[config.mk]
export PLATFORM = sky130hd
export DESIGN_NAME = support_seq_flat
export DESIGN_NICKNAME = d
export VERILOG_FILES = /design/src/rtl/support_seq_if.sv /design/src/rtl/support_seq.sv /design/src/flat_wrapper.sv
export SDC_FILE = /design/constraint.sdc
export NUM_CORES = 1
export LEC_CHECK = 0
export ABC_AREA = 1
export CORE_MARGIN = 1.5
export CORE_UTILIZATION = 61
export DETAILED_ROUTE_END_ITERATION = 16
export PLACE_DENSITY = 0.88
export SYNTH_ARGS = -nofsm -noshare
export SYNTH_HDL_FRONTEND = slang
export SYNTH_SLANG_ARGS = --single-unit
[constraint.sdc]
create_clock -name sysclk -period 2.1 [get_ports sysclk]
set_clock_uncertainty 0.05 [all_clocks]
set_input_delay 0.42 -clock sysclk [delete_from_list [all_inputs] [get_ports sysclk]]
set_output_delay 0.42 -clock sysclk [all_outputs]
set_load 0.05 [all_outputs]
[src/rtl/support_seq_if.sv]
// Board support sequencer bus: raw buttons and clock-manager lock in,
// sequencing outputs (resets, boot, halt, interrupt) and status out.
//   master : environment side (drives button/dcm_locked, observes the rest)
//   slave  : sequencer side
interface support_seq_if #(
  parameter int NBUTTONS = 4
) ();
  logic [NBUTTONS-1:0] button;
  logic                dcm_locked;
  logic                dcm_reset;
  logic                cpu_reset;
  logic                boot;
  logic                halt;
  logic                interrupt;
  logic [NBUTTONS-1:0] btn_db;
  logic [2:0]          state;
  logic [7:0]          retries;

  modport master (
    output button, dcm_locked,
    input  dcm_reset, cpu_reset, boot, halt, interrupt, btn_db, state, retries
  );

  modport slave (
    input  button, dcm_locked,
    output dcm_reset, cpu_reset, boot, halt, interrupt, btn_db, state, retries
  );
endinterface

[src/rtl/support_seq.sv]
// Board support sequencer: brings up the clock manager, waits for lock
// (retrying on timeout), holds the CPU in reset, optionally pulses boot and
// then runs. Debounced buttons request warm reset, boot, halt toggle and an
// interrupt pulse while running.
// Ports:
//   sysclk : clock, rising edge
//   reset  : synchronous, active-high
//   bus    : support_seq_if.slave
//            in : button[NBUTTONS] ([0] reset, [1] boot, [2] halt, [3] irq),
//                 dcm_locked (asynchronous)
//            out: dcm_reset, cpu_reset, boot, halt, interrupt, btn_db,
//                 state[3], retries[8]
module support_seq #(
  parameter int NBUTTONS      = 4,
  parameter int DEBOUNCE_BITS = 20,
  parameter int DCM_HOLD      = 16,
  parameter int LOCK_TIMEOUT  = 65535,
  parameter int RESET_HOLD    = 1024,
  parameter int BOOT_CYCLES   = 4
) (
  input logic          sysclk,
  input logic          reset,
  support_seq_if.slave bus
);

  typedef enum logic [2:0] {
    S_DCM   = 3'd0,
    S_LOCK  = 3'd1,
    S_RESET = 3'd2,
    S_BOOT  = 3'd3,
    S_RUN   = 3'd4
  } state_t;

  localparam int MAX_A = (DCM_HOLD > LOCK_TIMEOUT) ? DCM_HOLD : LOCK_TIMEOUT;
  localparam int MAX_B = (RESET_HOLD > BOOT_CYCLES) ? RESET_HOLD : BOOT_CYCLES;
  localparam int MAXP  = (MAX_A > MAX_B) ? MAX_A : MAX_B;
  localparam int CW    = (MAXP > 1) ? $clog2(MAXP) : 1;

  localparam logic [CW-1:0] DCM_LAST   = CW'(DCM_HOLD - 1);
  localparam logic [CW-1:0] LOCK_LAST  = CW'(LOCK_TIMEOUT - 1);
  localparam logic [CW-1:0] RESET_LAST = CW'(RESET_HOLD - 1);
  localparam logic [CW-1:0] BOOT_LAST  = CW'(BOOT_CYCLES - 1);

  // Synchronisers
  logic [NBUTTONS-1:0] btn_s1, btn_s2;
  logic                lock_s1, lock_s2;

  always_ff @(posedge sysclk) begin
    if (reset) begin
      btn_s1  <= '0;
      btn_s2  <= '0;
      lock_s1 <= 1'b0;
      lock_s2 <= 1'b0;
    end else begin
      btn_s1  <= bus.button;
      btn_s2  <= btn_s1;
      lock_s1 <= bus.dcm_locked;
      lock_s2 <= lock_s1;
    end
  end

  // Debounce: level flips only after the synced value has disagreed for
  // 2**DEBOUNCE_BITS consecutive cycles; any agreement restarts the count.
  logic [DEBOUNCE_BITS-1:0] db_cnt [NBUTTONS];
  logic [NBUTTONS-1:0]      btn_db_q;
  logic [3:0]               db_prev;
  logic [3:0]               btn_edge;

  always_ff @(posedge sysclk) begin
    if (reset) begin
      for (int unsigned i = 0; i < NBUTTONS; i++) db_cnt[i] <= '0;
      btn_db_q <= '0;
      db_prev  <= '0;
    end else begin
      for (int unsigned i = 0; i < NBUTTONS; i++) begin
        if (btn_s2[i] != btn_db_q[i]) begin
          db_cnt[i] <= db_cnt[i] + 1'b1;
          if (&db_cnt[i]) btn_db_q[i] <= ~btn_db_q[i];
        end else begin
          db_cnt[i] <= '0;
        end
      end
      db_prev <= btn_db_q[3:0];
    end
  end

  assign btn_edge = btn_db_q[3:0] & ~db_prev;

  // Sequencer FSM
  state_t        state_q, state_d;
  logic [CW-1:0] cnt_q, cnt_d;
  logic [7:0]    retries_q, retries_d;
  logic          boot_req_q, boot_req_d;
  logic          halt_q, halt_d;
  logic          irq_q, irq_d;
  logic          lock_lost;

  always_ff @(posedge sysclk) begin
    if (reset) begin
      state_q    <= S_DCM;
      cnt_q      <= '0;
      retries_q  <= '0;
      boot_req_q <= 1'b1;
      halt_q     <= 1'b0;
      irq_q      <= 1'b0;
    end else begin
      state_q    <= state_d;
      cnt_q      <= cnt_d;
      retries_q  <= retries_d;
      boot_req_q <= boot_req_d;
      halt_q     <= halt_d;
      irq_q      <= irq_d;
    end
  end

  // Lock loss after the clock is up overrides every button event.
  assign lock_lost = !lock_s2 &&
                     (state_q == S_RESET || state_q == S_BOOT || state_q == S_RUN);

  always_comb begin
    state_d    = state_q;
    cnt_d      = cnt_q + 1'b1;
    retries_d  = retries_q;
    boot_req_d = boot_req_q;
    halt_d     = halt_q;
    irq_d      = 1'b0;
    if (lock_lost) begin
      state_d    = S_DCM;
      cnt_d      = '0;
      boot_req_d = 1'b1;
      halt_d     = 1'b0;
    end else begin
      case (state_q)
        S_DCM: begin
          if (cnt_q == DCM_LAST) begin
            state_d = S_LOCK;
            cnt_d   = '0;
          end
        end
        S_LOCK: begin
          if (lock_s2) begin
            state_d = S_RESET;
            cnt_d   = '0;
          end else if (cnt_q == LOCK_LAST) begin
            state_d = S_DCM;
            cnt_d   = '0;
            if (retries_q != '1) retries_d = retries_q + 1'b1;
          end
        end
        S_RESET: begin
          if (cnt_q == RESET_LAST) begin
            state_d = boot_req_q ? S_BOOT : S_RUN;
            cnt_d   = '0;
          end
        end
        S_BOOT: begin
          if (cnt_q == BOOT_LAST) begin
            state_d    = S_RUN;
            boot_req_d = 1'b0;
            cnt_d      = '0;
          end
        end
        S_RUN: begin
          cnt_d = '0;
          irq_d = btn_edge[3];
          if (btn_edge[1]) begin
            boot_req_d = 1'b1;
            state_d    = S_RESET;
            halt_d     = 1'b0;
          end else if (btn_edge[0]) begin
            state_d = S_RESET;
            halt_d  = 1'b0;
          end else if (btn_edge[2]) begin
            halt_d = ~halt_q;
          end
        end
        default: begin
          state_d = S_DCM;
          cnt_d   = '0;
        end
      endcase
    end
  end

  assign bus.dcm_reset = (state_q == S_DCM);
  assign bus.cpu_reset = (state_q == S_DCM) || (state_q == S_LOCK) || (state_q == S_RESET);
  assign bus.boot      = (state_q == S_BOOT);
  assign bus.halt      = halt_q;
  assign bus.interrupt = irq_q;
  assign bus.btn_db    = btn_db_q;
  assign bus.state     = state_q;
  assign bus.retries   = retries_q;

endmodule

[src/flat_wrapper.sv]
// flat-port wrapper written by rule: the top's interface ports become plain ports
module support_seq_flat 
#(
  parameter int NBUTTONS      = 4,
  parameter int DEBOUNCE_BITS = 20,
  parameter int DCM_HOLD      = 16,
  parameter int LOCK_TIMEOUT  = 65535,
  parameter int RESET_HOLD    = 1024,
  parameter int BOOT_CYCLES   = 4
)
  (sysclk, reset, bus_button, bus_dcm_locked, bus_dcm_reset, bus_cpu_reset, bus_boot, bus_halt, bus_interrupt, bus_btn_db, bus_state, bus_retries);
  support_seq_if #(.NBUTTONS(NBUTTONS)) bus_i ();
  input logic sysclk;
  input logic reset;
  input wire logic [$bits(bus_i.button)-1:0] bus_button;
  input wire logic [$bits(bus_i.dcm_locked)-1:0] bus_dcm_locked;
  output wire logic [$bits(bus_i.dcm_reset)-1:0] bus_dcm_reset;
  output wire logic [$bits(bus_i.cpu_reset)-1:0] bus_cpu_reset;
  output wire logic [$bits(bus_i.boot)-1:0] bus_boot;
  output wire logic [$bits(bus_i.halt)-1:0] bus_halt;
  output wire logic [$bits(bus_i.interrupt)-1:0] bus_interrupt;
  output wire logic [$bits(bus_i.btn_db)-1:0] bus_btn_db;
  output wire logic [$bits(bus_i.state)-1:0] bus_state;
  output wire logic [$bits(bus_i.retries)-1:0] bus_retries;
  assign bus_i.button = bus_button;
  assign bus_i.dcm_locked = bus_dcm_locked;
  assign bus_dcm_reset = bus_i.dcm_reset;
  assign bus_cpu_reset = bus_i.cpu_reset;
  assign bus_boot = bus_i.boot;
  assign bus_halt = bus_i.halt;
  assign bus_interrupt = bus_i.interrupt;
  assign bus_btn_db = bus_i.btn_db;
  assign bus_state = bus_i.state;
  assign bus_retries = bus_i.retries;
  support_seq #(.NBUTTONS(NBUTTONS), .DEBOUNCE_BITS(DEBOUNCE_BITS), .DCM_HOLD(DCM_HOLD), .LOCK_TIMEOUT(LOCK_TIMEOUT), .RESET_HOLD(RESET_HOLD), .BOOT_CYCLES(BOOT_CYCLES)) u_core (.sysclk(sysclk), .reset(reset), .bus(bus_i));
endmodule
==> flow_summary.yaml, run 1 <==
run_status:
  outcome: "complete, no violations"
cells_and_area:
  multi_input_area_um2: 3080
  stdcell_area_um2: 8020
  fillCellCount: 729
  syn2layout_area_growth_pct: 21.1
  drive_gt1_share_pct: 9.65
  ff_latch_area_um2: 3360
  final_core_util_pct: 77.0
  num_antenna_cells: 0
  final_nets: 954
setup_path:
  worstReg2RegEnd: "u_core.db_cnt[0][54]$_SDFFCE_PP0P_"
  worst-path-max-fanout: 7
  crit_path_start_kind: "flop"
  r2r_start: "u_core.db_cnt[0][41]$_SDFFCE_PP0P_"
  critPathRequiredTime_ns: 1.63
  reg2regPathDepth: 10
  critPathCaptureType: "primary output"
  rrSetupSlack_ns: 0.15
  criticalPathCategory: "flop to primary output"
  crit_arrival_ns: 1.53
min_path:
  holdPathEnd: "u_core.btn_s2[0]$_SDFF_PP0_"
  hold_depth: 2
  hold_class: "flop to flop"
  hold_start: "u_core.btn_s1[0]$_SDFF_PP0_"
power_and_ir_drop:
  p_sw_share_pct: 22.1
  power.total_mw: 6.30
  p_leak_nw: 3.31
  pwr-share-seq_pct: 45.1
  clockPowerShare_pct: 49.8
  comb_power_share_pct: 5.1
  ir_worst_vdd_mv: 0.748
  pwr_density_cell_nw_per_um2: 785
  switching_power_mw: 1.39
  power.internal_mw: 4.90
global_route:
  grt-ovfl-total: 0
  grt_pass1_vias: 5385
  track_usage_pct: 25.3
  grt_max_degree: 17
  antenna_found_initial: 0
  grt_pass1_wl_mm: 23.2
synthesis:
  synth_ff_type: "edfxtp_1"
  yosysSeqAreaShare_pct: 50.8
  synth-seq-cells: 128
  avgSynthCellArea_um2: 8.14
  synth.distinct_cells: 38
  async_flop_share_pct: 0
  yosys_warnings: 0
  synth_edf_count: 80
  syn_area_um2: 6620
  synthCells: 814
clock_tree:
  numCtsBuffers: 17
  cts_hold_buffers: 0
  postCtsSetupRepairBufs: 0
  clk_pin_slew_ns: 0.06
  cts.sinks: 128
  htree_levels: 4
  cts_tree: "built"
  clk-insertion-delay-late_ns: 0.52
  clockBufferDepth: 2
  root_buffer: "clkbuf_8"
floorplanning:
  design.die.area_um2: 11500
  core.rowCount: 37
  fp.coreArea_um2: 10400
  die_y_um: 107
  die_x_um: 107
  initial_core_util_pct: 63.6
  io_pins: 27
detailed_routing:
  avgRoutedWirePerCell_um: 12.3
  via_count: 5652
  wirelength_mm: 13.4
  drtAntennaViolNets: 0
  first_pass_iters: 6
  drcViolationCount: 0
  drtIter0Drc: 365
  vias_per_cell: 5.19
placement:
  port_buffers: 26
  dp_hpwl_mm: 9.22
  placed_cell_area_um2: 7400
  gp_congestion: 0.842
sta:
  finalHoldViolCount: 0
  period_share_pct: 95.1
  finalSetupViolCount: 0
  whs_ns: 0.345
  slew_headroom_pct: 66.3
  period_needed_ns: 2.00
  maxSlewViolCount: 0
  timing.fmax_mhz: 501
  tightestPinTransition_ns: 0.508
  rsz0062_at_grt: "true"
job:
  drv_cap: 0
worst max-delay path, cell delays in order, from the launching register on:
cell and delay (ns):
dfxtp_1 0.53, nand2_2 0.17, nor2_4 0.16, buf_12 0.15
how the worst max path moves through the flow:
stage               cells past startpoint  slack, ns                                  to                          startpoint
finish                                  3       0.10                            bus_boot    u_core.bus.state[1]$_SDFFE_PP0P_
floorplan                               9       0.04         u_core.cnt_q[10]$_SDFF_PP0_    u_core.bus.state[1]$_SDFFE_PP0P_
global route                           10      -0.06  u_core.db_cnt[0][54]$_SDFFCE_PP0P_  u_core.db_cnt[0][41]$_SDFFCE_PP0P_
CTS                                    10       0.05  u_core.db_cnt[0][54]$_SDFFCE_PP0P_  u_core.db_cnt[0][41]$_SDFFCE_PP0P_
global placement                        5       0.08  u_core.db_cnt[0][46]$_SDFFCE_PP0P_                               reset
detailed placement                      6       0.06  u_core.db_cnt[0][43]$_SDFFCE_PP0P_                               reset
layer usage:
metal / vias up / share of wire (%) / global-route usage [%]
met1: 2604 / 44 / 31.2
met4: 0 / 1.7 / 9.33
li1: 2869 / - / -
met2: 152 / 50 / 43.5
met3: 27 / 4.6 / 5.59
met5: - / 0 / 0
synthesized netlist by cell type (3+ instances only):
library cell,n,area (µm²)
xnor2_1,13,114
nor3b_1,5,37.5
nand2_1,141,529
nor3_2,3,30.0
nor2_1,138,518
ha_1,7,87.6
nand4_1,21,131
o21ai_1,3,15.0
o21ai_0,31,155
nor4_1,3,18.8
edfxtp_1,80,2400
inv_1,113,424
nand3_1,45,225
xor2_1,11,96.3
o211ai_1,3,22.5
inv_2,4,15.0
a31oi_1,5,31.3
or2_2,7,43.8
nand2_2,4,25.0
buf_2,4,20.0
clkbuf_1,4,15.0
nor2_2,19,119
o21a_1,5,37.5
a21oi_1,51,255
nor3_1,32,160
dfxtp_1,48,961
timing repair:
item / CTS / global route
pin swaps: 0 / 0
hold endpoints to repair: 0 / 0
gates resized for setup: 16 / 3
setup endpoints to repair: 16 / 5
sequential cells by signal (all words and copies together), names as in the netlist, 3 cells and up:
| register | cells |
|---|---|
| u_core.bus.btn_db | 4 |
| u_core.bus.retries | 8 |
| u_core.db_cnt | 80 |
| u_core.db_prev | 4 |
| u_core.cnt_q | 16 |
| u_core.btn_s1 | 4 |
| u_core.btn_s2 | 4 |
| u_core.bus.state | 3 |
final cells by class:
type	instances	area share (%)
flip-flops and latches	128	42.0
repair buffers	37	4.06
clock buffers	17	5.16
well taps	136	2.12
clock inverters	15	2.71
multi-input cells	638	38.4
inverters	118	5.55
stage by stage:
step | cells | TNS (ns) | worst slack (ns)
global placement | 1057 | 0 | 0.0782
finish | 1089 | 0 | 0.102
global route | 1089 | -0.0583 | -0.0583
CTS | 1089 | 0 | 0.0547
floorplan | 893 | 0 | 0.0418
detailed placement | 1057 | 0 | 0.0555
kinds of logic (layout without fill, tap and decap cells):
group	count (synthesis)	after routing	share of synthesized area, %
AO/OA/AOI/OAI	105	105	8.71
XOR/XNOR	24	24	3.17
adder cells (fa/ha/maj)	7	7	1.32
buffers and inverters	127	187	7.56
flip-flops	128	128	50.8
other	1	80	0.0566
AND/OR/NAND/NOR	422	422	28.4
layout by cell type, fill, tap and decap left out, types with 13 or more instances in the layout:
cell	instances
nor2_2	19
conb_1	80
edfxtp_1	80
clkbuf_16	16
nand2_1	141
nor2_1	136
o21ai_0	31
inv_1	113
nor3_1	31
buf_4	14
dfxtp_1	47
a21oi_1	51
nand3_1	45
xnor2_1	13
nand4_1	21
dlygate4sd2_1	16
power by group through the flow:
stage,Combinational (mW),Sequential [mW],Clock [mW]
after floorplan,0.237,2.88,0
after global placement,0.302,2.89,0
after detailed placement,0.312,2.89,0
after CTS,0.315,2.84,3.17
after global routing,0.364,2.85,3.27
final,0.322,2.84,3.14
Note: power is estimated with default switching activity, not from simulation.
==> run 2: changes to the inputs <==
Settings changed: CTS_CLUSTER_DIAMETER set to 100, PLACE_DENSITY 0.88 to 0.8, SETUP_SLACK_MARGIN set to 0.3.
==> flow_summary.yaml, run 2 (same netlist as run 1, synthesis figures left out) <==
cells_and_area:
  final_cell_mix: "nand2_1 (136), nor2_1 (121), inv_1 (107)"
  largest_register_ffs: 80
  drive_gt1_share_pct: 19.4
  final_common_cell: "nand2_1"
  syn2layout_area_growth_pct: 28.1
  stdcell_area_um2: 8490
  fillCellCount: 640
  final_core_util_pct: 81.5
  largest-register: "u_core.db_cnt"
  final_nets: 992
  num_antenna_cells: 0
placement:
  port_buffers: 26
  dp_hpwl_mm: 9.59
  gp_congestion: 0.890
  place_ws_ns: 0.142
  placed_cell_area_um2: 7410
floorplanning:
  core.rowCount: 37
  die_x_um: 107
  fp.coreArea_um2: 10400
  io_pins: 27
  die_y_um: 107
  initial_core_util_pct: 63.6
  design.die.area_um2: 11500
detailed_routing:
  first_pass_iters: 5
  wirelength_mm: 15.5
  drtIter0Drc: 539
  drcViolationCount: 0
  vias_per_cell: 5.25
  via_count: 5920
  drtAntennaViolNets: 0
  avgRoutedWirePerCell_um: 13.7
global_route:
  grt_pass1_wl_mm: 23.8
  antenna_found_initial: 0
  track_usage_pct: 26.4
  grt_max_degree: 17
  grt-ovfl-total: 0
  grt_pass1_vias: 5550
setup_path:
  startpoint: "u_core.db_cnt[0][60]$_SDFFCE_PP0P_"
  r2r_start: "u_core.db_cnt[0][60]$_SDFFCE_PP0P_"
  crit_arrival_ns: 2.07
  rrSetupSlack_ns: 0.26
  critPathCaptureType: "flop"
  critPathRequiredTime_ns: 2.33
  worst-path-max-fanout: 3
  criticalPathCategory: "flop to flop"
  crit_path_start_kind: "flop"
min_path:
  hold_start: "u_core.btn_s1[1]$_SDFF_PP0_"
  hold_class: "flop to flop"
clock_tree:
  clk_pin_slew_ns: 0.06
  cts.sinks: 128
  clockBufferDepth: 2
  root_buffer: "clkbuf_8"
  numCtsBuffers: 17
  cts_tree: "built"
  cts_hold_buffers: 0
  clk-insertion-delay-late_ns: 0.53
  htree_levels: 4
job:
  drv_cap: 0
power_and_ir_drop:
  ir_worst_vdd_mv: 0.656
  power.internal_mw: 4.69
  p_sw_share_pct: 23.2
  clockPowerShare_pct: 46.3
  p_leak_nw: 3.47
  pwr_density_cell_nw_per_um2: 720
  comb_power_share_pct: 7.0
  switching_power_mw: 1.42
  pwr-share-seq_pct: 46.8
sta:
  maxSlewViolCount: 0
  setup_ws_ns: 0.264
  fin_tns_setup_ns: 0
  period_share_pct: 87.4
  finalSetupViolCount: 0
  finalHoldViolCount: 0
  rsz0062_at_grt: "true"
  period_needed_ns: 1.84
  timing.fmax_mhz: 545
run_status:
  outcome: "complete, no violations"
[run 2: stage by stage]
stage	total power, mW	std cells	hold WS (ns)
global route	6.32	1127	0.357
global placement	3.19	1058	0.333
floorplan	3.12	893	0.325
detailed placement	3.21	1058	0.339
CTS	6.05	1103	0.346
finish	6.11	1127	0.353
[run 2: path summary, 6_finish.rpt]
| path | depth (start not counted) | end |
|---|---|---|
| worst max-delay path | 8 | u_core.db_cnt[0][72]$_SDFFCE_PP0P_ |
| worst max register to register | 8 | u_core.db_cnt[0][72]$_SDFFCE_PP0P_ |
| worst min register to register | 2 | u_core.btn_s2[1]$_SDFF_PP0_ |
| worst min-delay path | 2 | u_core.btn_s2[1]$_SDFF_PP0_ |
[run 2: power by group through the flow]
stage	Clock [mW]	Combinational (mW)	Sequential (mW)
6_report	2.83	0.426	2.86
5_1_grt	2.98	0.472	2.87
4_1_cts	2.86	0.353	2.84
3_5_place_dp	0	0.318	2.89
3_3_place_gp	0	0.308	2.88
2_1_floorplan	0	0.238	2.88
[run 2: timing repair]
action | in CTS | in global routing
setup endpoints to repair | 46 | 64
resized for setup | 79 | 72
setup buffers | 12 | 24
pin swaps | 6 | 19
gates cloned | 1 | 0
endpoints found under the hold margin | 0 | 0
[run 2: routing by layer]
| layer | part of all wire, % | track usage [%] | vias to the layer above |
|---|---|---|---|
| li1 | - | - | 2946 |
| met1 | 42 | 32.6 | 2723 |
| met2 | 50 | 44.8 | 215 |
| met3 | 5.7 | 6.14 | 36 |
| met4 | 2.1 | 10.0 | 0 |
| met5 | 0 | 0 | - |
[run 2: worst max-delay path, cell delays in order (launching register included)]
cell      delay, ns
edfxtp_1       0.39
ha_2           0.22
nand3_2        0.12
nor2_4         0.14
inv_1          0.08
nor3_2         0.16
nand2_1        0.15
o21ai_0        0.20
a21oi_1        0.07
[run 2: cell type report]
cell class / instances / area (µm²) / share of cell area (%)
inverter: 118 / 453 / 5.34
clock inverter: 8 / 75.1 / 0.885
multi-input combinational: 638 / 3300 / 38.9
timing repair buffer: 74 / 593 / 6.99
tap: 136 / 170 / 2.01
clock buffer: 24 / 502 / 5.91
sequential: 128 / 3380 / 39.8
timing repair inverter: 1 / 7.51 / 0.0885
==> run 3: changes to the inputs <==
Settings changed: PLACE_DENSITY 0.8 to 0.81.
==> flow_summary.yaml, run 3 (same netlist as run 1, synthesis figures left out) <==
cells_and_area:
  instances_no_fill: 1121
  syn2layout_area_growth_pct: 26.8
  fillCellCount: 660
  ff_latch_area_um2: 3380
  final_cell_mix: "nand2_1 (130), nor2_1 (122), inv_1 (103)"
  largest_register_ffs: 80
  largest-register: "u_core.db_cnt"
  multi_input_area_um2: 3330
  drive_gt1_share_pct: 19.8
  final_common_cell: "nand2_1"
  num_antenna_cells: 0
  final_nets: 986
clock_tree:
  clk_pin_slew_ns: 0.06
  cts.sinks: 128
  clk-insertion-delay-late_ns: 0.54
  htree_levels: 4
  cts_tree: "built"
  root_buffer: "clkbuf_8"
  clockBufferDepth: 2
  cts_hold_buffers: 0
  numCtsBuffers: 17
job:
  drv_cap: 0
power_and_ir_drop:
  power.internal_mw: 4.58
  switching_power_mw: 1.37
  p_sw_share_pct: 23.0
  pwr_density_cell_nw_per_um2: 708
  power.total_mw: 5.95
  ir_worst_vdd_mv: 0.576
  p_leak_nw: 3.42
  comb_power_share_pct: 6.9
  pwr-share-seq_pct: 47.9
  clockPowerShare_pct: 45.3
detailed_routing:
  via_count: 5846
  vias_per_cell: 5.21
  drcViolationCount: 0
  wirelength_mm: 14.8
  avgRoutedWirePerCell_um: 13.2
  first_pass_iters: 6
  drtIter0Drc: 438
  drtAntennaViolNets: 0
setup_path:
  worst-path-max-fanout: 3
  criticalPathCategory: "flop to flop"
  critPathRequiredTime_ns: 2.34
  crit_slowest_cell: "edfxtp_1"
  rrSetupSlack_ns: 0.30
  crit_arrival_ns: 2.05
  critPathCaptureType: "flop"
  crit_path_max_incr_delay_ns: 0.40
  cp.buffers_inverters: 1
  r2r_start: "u_core.db_cnt[0][60]$_SDFFCE_PP0P_"
  crit_path_start_kind: "flop"
  critPathTopFamily: "simple AND/OR/NAND/NOR gates"
  cp_cell_sequence: "ha_2 -> nand3_2 -> nor2_4 -> inv_2 -> nor3_4 -> nand2_2 -> o21ai_0 -> a21oi_1"
  startpoint: "u_core.db_cnt[0][60]$_SDFFCE_PP0P_"
floorplanning:
  io_pins: 27
  initial_core_util_pct: 63.6
  fp.coreArea_um2: 10400
  core.rowCount: 37
  design.die.area_um2: 11500
  die_y_um: 107
  die_x_um: 107
global_route:
  grt_max_degree: 17
  grt_pass1_vias: 5350
  grt-ovfl-total: 0
  track_usage_pct: 25.8
  grt_pass1_wl_mm: 23.2
  antenna_found_initial: 0
sta:
  maxSlewViolCount: 0
  period_share_pct: 85.9
  finalHoldViolCount: 0
  finalSetupViolCount: 0
  period_needed_ns: 1.80
  rsz0062_at_grt: "true"
  whs_ns: 0.346
  fin_tns_setup_ns: 0
  timing.fmax_mhz: 554
min_path:
  hold_class: "flop to flop"
  hold_start: "u_core.db_prev[3]$_SDFF_PP0_"
placement:
  gp_congestion: 0.869
  dp_cells: 1059
  dp_hpwl_mm: 9.60
  port_buffers: 26
run_status:
  outcome: "complete, no violations"
==> run 3: cell type report <==
cell class | count | share of cell area (%)
Clock buffer | 26 | 5.70
Clock inverter | 6 | 0.670
Inverter | 118 | 5.33
Multi-Input combinational cell | 638 | 39.7
Sequential cell | 128 | 40.2
Tap cell | 136 | 2.03
Timing Repair Buffer | 68 | 6.26
Timing Repair inverter | 1 | 0.0894
==> run 3: through the flow <==
step / cell area, µm² / util, % / setup WS (ns)
floorplan: 6950 / - / 0.305
global placement: 7410 / 71.1 / 0.105
detailed placement: 7410 / 71.1 / 0.0587
CTS: 8080 / 77.5 / 0.223
global route: 8400 / 80.6 / 0.181
finish: 8400 / 80.6 / 0.296
==> run 3: power by group through the flow <==
stage / clock network [mW] / logic (mW) / registers [mW]
detailed placement: 0 / 0.316 / 2.89
finish: 2.69 / 0.408 / 2.85
global route: 2.83 / 0.452 / 2.86
global placement: 0 / 0.305 / 2.88
CTS: 2.71 / 0.354 / 2.84
floorplan: 0 / 0.238 / 2.88
==> run 3: routing by layer <==
layer / up-vias / share of wire [%] / global-route usage (%)
met5: - / 0 / 0
met4: 0 / 0.99 / 8.86
met3: 17 / 5.8 / 7.23
met2: 193 / 51 / 44.6
met1: 2704 / 42 / 30.9
li1: 2932 / - / -
==> run 3: worst reg2reg max path: stages (launching register included) <==
cell and delay, ns:
edfxtp_1 0.40, ha_2 0.22, nand3_2 0.11, nor2_4 0.15
inv_2 0.06, nor3_4 0.22, nand2_2 0.12, o21ai_0 0.18
a21oi_1 0.05
==> run 3: what timing repair did <==
item | CTS | global route
setup endpoints to repair | 46 | 56
buffers inserted | 10 | 19
pin swaps | 6 | 29
gates cloned | 1 | 0
resized for setup | 91 | 75
endpoints found under the hold margin | 0 | 0
==> run 3: worst paths after layout <==
| check | endpoint | cells after the start |
|---|---|---|
| hold / removal | u_core.bus.interrupt$_SDFF_PP0_ | 1 |
| setup / recovery | u_core.db_cnt[0][72]$_SDFFCE_PP0P_ | 8 |
| hold reg to reg | u_core.bus.interrupt$_SDFF_PP0_ | 1 |
| setup reg to reg | u_core.db_cnt[0][72]$_SDFFCE_PP0P_ | 8 |
